File: config.mk
export PLATFORM = sky130hd
export DESIGN_NAME = alu_logic_driver
export DESIGN_NICKNAME = d
export VERILOG_FILES = /design/src/rtl/alu_logic_driver.sv
export SDC_FILE = /design/constraint.sdc
export NUM_CORES = 1
export LEC_CHECK = 0
export BUFFER_PORTS_ARGS = -buffer_cell sky130_fd_sc_hd__buf_2
export CORE_AREA = 2 2 161 163
export DETAILED_ROUTE_END_ITERATION = 12
export DIE_AREA = 0 0 163 165
export PLACE_DENSITY = 0.81
export REMOVE_ABC_BUFFERS = 1
export SYNTH_ARGS = -nofsm -noshare
export SYNTH_HDL_FRONTEND = slang
export SYNTH_SLANG_ARGS = --single-unit
File: constraint.sdc
create_clock -name clk -period 3 [get_ports clk]
set_clock_uncertainty 0.15 [all_clocks]
set_input_delay 0.3 -clock clk [delete_from_list [all_inputs] [get_ports clk]]
set_output_delay 0.3 -clock clk [all_outputs]
set_load 0.1 [all_outputs]
File: src/rtl/alu_logic_driver.sv
// Command-side initiator for the combinational logic unit: buffers op requests,
// drives the unit from registers, waits one settle cycle, returns results in order.
module alu_logic_driver #(
    parameter int unsigned DEPTH = 4,
    parameter int unsigned W     = 32
) (
    input  logic         clk,
    input  logic         rst_n,
    input  logic         cmd_valid,
    output logic         cmd_ready,
    input  logic [2:0]   cmd_func,
    input  logic [W-1:0] cmd_x,
    input  logic [W-1:0] cmd_y,
    output logic [W-1:0] alu_x,
    output logic [W-1:0] alu_y,
    output logic [2:0]   alu_func,
    input  logic [W-1:0] alu_result,
    output logic         rsp_valid,
    input  logic         rsp_ready,
    output logic [W-1:0] rsp_data,
    output logic         rsp_err
);

    localparam int unsigned AW       = (DEPTH > 1) ? $clog2(DEPTH) : 1;
    localparam int unsigned CW       = $clog2(DEPTH + 1);
    localparam logic [2:0]  FUNC_MAX = 3'b100;

    typedef struct packed {
        logic [2:0]   func;
        logic [W-1:0] x;
        logic [W-1:0] y;
    } cmd_t;

    typedef enum logic [1:0] {
        IDLE  = 2'd0,
        DRIVE = 2'd1,
        RESP  = 2'd2
    } state_t;

    state_t        state;
    state_t        state_nxt;
    cmd_t          fifo_mem [DEPTH];
    cmd_t          head;
    logic [AW-1:0] wr_ptr;
    logic [AW-1:0] rd_ptr;
    logic [CW-1:0] count;
    logic [CW-1:0] count_nxt;
    logic          push;
    logic          pop;
    logic [W-1:0]  alu_x_nxt;
    logic [W-1:0]  alu_y_nxt;
    logic [2:0]    alu_func_nxt;
    logic          rsp_valid_nxt;
    logic [W-1:0]  rsp_data_nxt;
    logic          rsp_err_nxt;

    assign push      = cmd_valid & cmd_ready;
    assign head      = fifo_mem[rd_ptr];
    assign count_nxt = count + CW'(push) - CW'(pop);

    // Command storage; contents need no reset since pointers define validity.
    always_ff @(posedge clk) begin
        if (push) begin
            fifo_mem[wr_ptr] <= '{func: cmd_func, x: cmd_x, y: cmd_y};
        end
    end

    // Pointers, occupancy and the registered ready flag.
    always_ff @(posedge clk) begin
        if (!rst_n) begin
            wr_ptr    <= '0;
            rd_ptr    <= '0;
            count     <= '0;
            cmd_ready <= 1'b0;
        end else begin
            if (push) begin
                wr_ptr <= wr_ptr + AW'(1);
            end
            if (pop) begin
                rd_ptr <= rd_ptr + AW'(1);
            end
            count     <= count_nxt;
            cmd_ready <= (count_nxt != CW'(DEPTH));
        end
    end

    always_ff @(posedge clk) begin
        if (!rst_n) begin
            state <= IDLE;
        end else begin
            state <= state_nxt;
        end
    end

    // Next-state and next-output logic; illegal codes never reach the unit.
    always_comb begin
        state_nxt     = state;
        pop           = 1'b0;
        alu_x_nxt     = alu_x;
        alu_y_nxt     = alu_y;
        alu_func_nxt  = alu_func;
        rsp_valid_nxt = rsp_valid;
        rsp_data_nxt  = rsp_data;
        rsp_err_nxt   = rsp_err;
        case (state)
            IDLE: begin
                if (count != '0) begin
                    pop = 1'b1;
                    if (head.func <= FUNC_MAX) begin
                        alu_x_nxt    = head.x;
                        alu_y_nxt    = head.y;
                        alu_func_nxt = head.func;
                        state_nxt    = DRIVE;
                    end else begin
                        rsp_data_nxt  = '0;
                        rsp_err_nxt   = 1'b1;
                        rsp_valid_nxt = 1'b1;
                        state_nxt     = RESP;
                    end
                end
            end
            DRIVE: begin
                rsp_data_nxt  = alu_result;
                rsp_err_nxt   = 1'b0;
                rsp_valid_nxt = 1'b1;
                state_nxt     = RESP;
            end
            RESP: begin
                if (rsp_ready) begin
                    rsp_valid_nxt = 1'b0;
                    state_nxt     = IDLE;
                end
            end
            default: begin
                state_nxt = IDLE;
            end
        endcase
    end

    always_ff @(posedge clk) begin
        if (!rst_n) begin
            alu_x     <= '0;
            alu_y     <= '0;
            alu_func  <= 3'b000;
            rsp_valid <= 1'b0;
            rsp_data  <= '0;
            rsp_err   <= 1'b0;
        end else begin
            alu_x     <= alu_x_nxt;
            alu_y     <= alu_y_nxt;
            alu_func  <= alu_func_nxt;
            rsp_valid <= rsp_valid_nxt;
            rsp_data  <= rsp_data_nxt;
            rsp_err   <= rsp_err_nxt;
        end
    end

endmodule

* Word-level counts from Yosys, hierarchy flattened
Memory sizes are Yosys's and may differ from the RTL's. A register that Yosys moved wholly into a read port is not among the register bits. Index checks and enable logic that the tools add are counted.
Storage, ports and cells: bits in registers 111, input bits 103, memory bits (writable) 268, memories 1, output and inout port bits 102
Cells by class: $add $sub $neg 4, magnitude comparators 1, bitwise logic cells 1, muxes and demuxes 18, reductions and logical operators 8, equal/unequal tests 6
Memories:
- fifo_mem | words 4, bits a word 67, rd ports 1, clocked after Yosys merged registers in 1, wr ports 1, line 42 | cmd_t fifo_mem [DEPTH];
Operator list (count):
- 32-bit 2-to-1 mux | 2
- 32-bit one-hot mux with 2 select lines | 1
- 2-bit 2-to-1 mux | 5
- 1-bit 2-to-1 mux | 7
- 2-bit != test (second input constant) | 3
- 2-bit one-hot mux with 3 select lines | 1
- 3-bit AND reduction | 2
- 3-bit nonzero test | 2
- 2-bit by 1-bit adder with 2-bit output (second input constant) | 2
- 4-bit AND reduction | 1
- 3-bit by 1-bit adder with 3-bit output | 1
- 3-bit less-or-equal comparator (second input constant) | 1
- 3-bit != test (second input constant) | 1
- 1-bit one-hot mux with 3 select lines | 1
- 3-bit by 1-bit subtractor with 3-bit output | 1
- 2-bit by 1-bit equality test with 1-bit output (second input constant) | 1
- 2-bit equality test (second input constant) | 1
- 2-bit zero test | 1
- 1-bit one-hot mux with 2 select lines | 1
- 2-bit AND reduction | 1
- 2-bit nonzero test | 1
- 1-bit bitwise AND | 1

* Depth between registers and ports, before layout
word-level depth 5, mapped depth 13, depth with buffers taken out 11

* Least setup slack after synthesis
No wires, ideal clock.
path kind register -> register, start point reg cmd_ready, end point mem fifo_mem[0][0] in the netlist's numbering (enable), data required time 2417 ps, arrival 2761 ps, buffers on the path 0, setup slack -343 ps, cell stages (with the launch flop) 2, period minus slack after synthesis 3343 ps, cell sequence dfxtp_1 and3_1
On the way: word-level cells in the longest chain between the ends 3
RTL lines:
- start: declaration | line 10 | output logic cmd_ready,
- start signal: assignment | line 83 | cmd_ready <= (count_nxt != CW'(DEPTH));
- 1-bit bitwise AND | line 57 | assign push = cmd_valid & cmd_ready;
- 1-bit 2-to-1 mux | line 63 | if (push) begin
- 1-bit 2-to-1 mux (not written as such) | line 64 | fifo_mem[wr_ptr] <= '{func: cmd_func, x: cmd_x, y: cmd_y};
- end: declaration | line 42
No other way between the ends.

* Final worst setup path
start point reg state[0], end point reg rsp_data[29]
On the way: word-level cells in the longest chain between the ends 3
RTL lines:
- start: declaration | line 40 | state_t state;
- start signal: assignment | line 91 | state <= state_nxt;
- 2-bit by 1-bit equality test with 1-bit output / 2-bit zero test (equally long branches) | line 105 | case (state)
- 2-bit nonzero test (no source line) / 2-bit != test (equally long branches)
- 3-bit AND reduction (no source line)
- end signal: assignment | line 153 | rsp_data <= rsp_data_nxt;
- end: declaration | line 20 | output logic [W-1:0] rsp_data,
Several ways; a longest one is shown, not always the timed one. A chain may end at the register's enable or synchronous reset.

==> run summary <==
status - complete, no violations
CTS tree - done
Clock Tree Buf Depth - 3
final WL - 32.9 mm
Largest delay share family, worst path - buffers and inverters
count of final setup violators - 0
share of cells above drive strength 1 - 30.3%
antenna cells - 0
num rows - 58
I/O pins - 205
fin util - 71.2%
total core area - 25000 um^2
Iteration-0 DRC Markers - 734
final antenna-violating net count - 0
largest fanout on the critical path - 70
Starting Density - 56.6%
Yosys top cell by area - edfxtp_1
Mapped Cells - 875
count of pins over their slew limit - 0
largest net degree at the start of global routing - 76
HP Class - primary input to flip-flop
Final Non-Filler Cells - 1530
die width - 163 um
fraction of registers with async set/reset - 0%
Initial DRT Pass Iterations - 5
Max-Cap Viols - 0
Clock transition at path regs - 0.06 ns
number of buffers created by CTS - 38
Post-synth EDFFs - 268
Setup TNS Final - 0 ns
initial antenna violation count - 0
max_slew headroom - 41.8%
top-count cell post-synth - edfxtp_1
critical-path cell list - inv_1 > ha_1 > nand2b_4 > buf_4 > o22ai_4 > buf_4 > mux2i_1
H-tree Lvls - 2
Die Y - 165 um
CTS Sinks - 381
Primary FF master, synth - edfxtp_1
Remaining Overflow, GRT - 0
Final #Nets - 1285
post-synth top area share - 56.8%
Max Freq - 0.401 GHz
Residual DRC - 0
global-route wire length before repair - 50.6 mm
IR drop worst, VDD - 0.776 mV
full die area - 26900 um^2
Final Cycle Share - 83.1%
RSZ-0062 raised after global routing - no
setup ws final - 0.508 ns
area of the mapped netlist - 14200 um^2
routed len/inst - 21.5 um
total power draw - 18.7 mW
slowest stage delay, CP - 0.67 ns
Netlist cell types - 36
Required @ worst endpoint - 3.22 ns
Post-CTS Setup Bufs - 0
Worst Path Class, Setup - flip-flop to flip-flop
Mean Syn Cell Area - 16.2 um^2
Worst-Margin Slew - 0.874 ns
fill count - 1538
DPL Wire Length - 17.4 mm
vias in the first global route - 9230
crit path launch type - flip-flop
Synth-to-Final Area Change - 25.7%
cell mode on critical path - buf_4
gr usage total - 24.7%
CP Capture Type - flip-flop
worst skew pair latency - 0.53 ns
placed cell count - 1362
Post-CTS Resized - 0
Synth top cells by count - 268 x edfxtp_1, 113 x dfxtp_1, 97 x nand3_1
static leakage - 6.35 nW
GP Congestion - 0.735
critical path arrival - 2.71 ns
critical path's slowest cell - buf_4
YS warnings - 0
post-synthesis sequential area ratio - 72.7%
Hold Violations, Final - 0
via count - 8908
largest cells by area after synthesis - edfxtp_1 57%, dfxtp_1 16%, mux4_2 11%
vias per cell - 5.82
clk root buf - clkbuf_16
count of input and output buffers - 204
Final Critical Period - 2.49 ns
pwr dens - 1050 nW/um^2
register bit total from synthesis - 381
DP Worst Slack - 0.556 ns
critical path buffer and inverter count - 3
[cell type report]
type                       count  area, um^2  area share, %
clock inverter                21         236           1.33
timing repair buffer         323        2230           12.5
clock buffer                  47        1020           5.75
sequential                   381       10300           57.9
multi-input combinational    417        3560           20.0
inverter                      11        41.3          0.232
tap                          330         413           2.32
[cells in the final DEF (no fill, tap or decap), types with 14 or more instances in the layout]
| cell | count |
|---|---|
| a21oi_1 | 66 |
| clkbuf_16 | 38 |
| o21ai_0 | 67 |
| edfxtp_1 | 268 |
| nand3_1 | 97 |
| dlygate4sd3_1 | 100 |
| nand2_1 | 39 |
| mux4_2 | 67 |
| mux2i_1 | 33 |
| buf_4 | 14 |
| dfxtp_1 | 111 |
| buf_2 | 204 |
[power breakdown]
group	total, mW	switching [mW]	leakage [nW]	internal, mW
Sequential	6.73	0.332	3.35	6.39
Clock	4.77	1.97	0.620	2.79
Combinational	7.17	5.39	2.38	1.78
Total	18.7	7.69	6.35	11.0
[path summary, 6_finish.rpt]
path	start	endpoint	slack [ns]	cells after the start
worst min register to register	rsp_data[24]	rsp_data[24]	0.31	2
worst max-delay path	state[0]	rsp_data[29]	0.51	7
worst max register to register	state[0]	rsp_data[29]	0.51	7
worst min-delay path	rst_n	alu_x[0]	0.03	3
[logic make-up (layout without fill, tap and decap cells)]
family	count (synthesis)	in the layout	synth area share, %
flops	381	381	72.7
simple gates	159	159	5.32
compound gates	143	143	5.29
mux	100	100	13.0
buf+inv	77	402	2.46
fa+ha+maj	10	10	0.935
xor+xnor	5	5	0.309
[worst min-delay path, cell delays in order]
cell and delay (ns):
buf_2 0.10, inv_2 0.12, a21oi_1 0.13
[sequential cells by signal, summed over array words and instances, names as in the netlist, 2 cells and up, named ones only]
register  count
wr_ptr        2
rd_ptr        2
state         2
alu_x        32
alu_y        32
fifo_mem    268
rsp_data     32
alu_func      3
count         3
[metrics by stage]
step           instance area (um^2)  hold WS [ns]
2_1_floorplan                 13900         0.249
3_3_place_gp                  15600         0.289
3_5_place_dp                  15600         0.296
4_1_cts                       17800        0.0162
5_1_grt                       17800        0.0297
6_report                      17800        0.0321
[metal layers]
layer	wire (um)	global-route usage [%]	vias up
li1	-	-	3965
met1	13000	31.6	4463
met2	16600	43.6	423
met3	2610	4.92	57
met4	677	6.76	0
met5	0	0	-
[what timing repair did]
item / 4_1_cts / 5_1_grt
setup endpoints to repair: 0 / 0
hold endpoints to repair: 301 / 0
hold buffers: 100 / 0
Note: power is estimated with default switching activity, not from simulation.
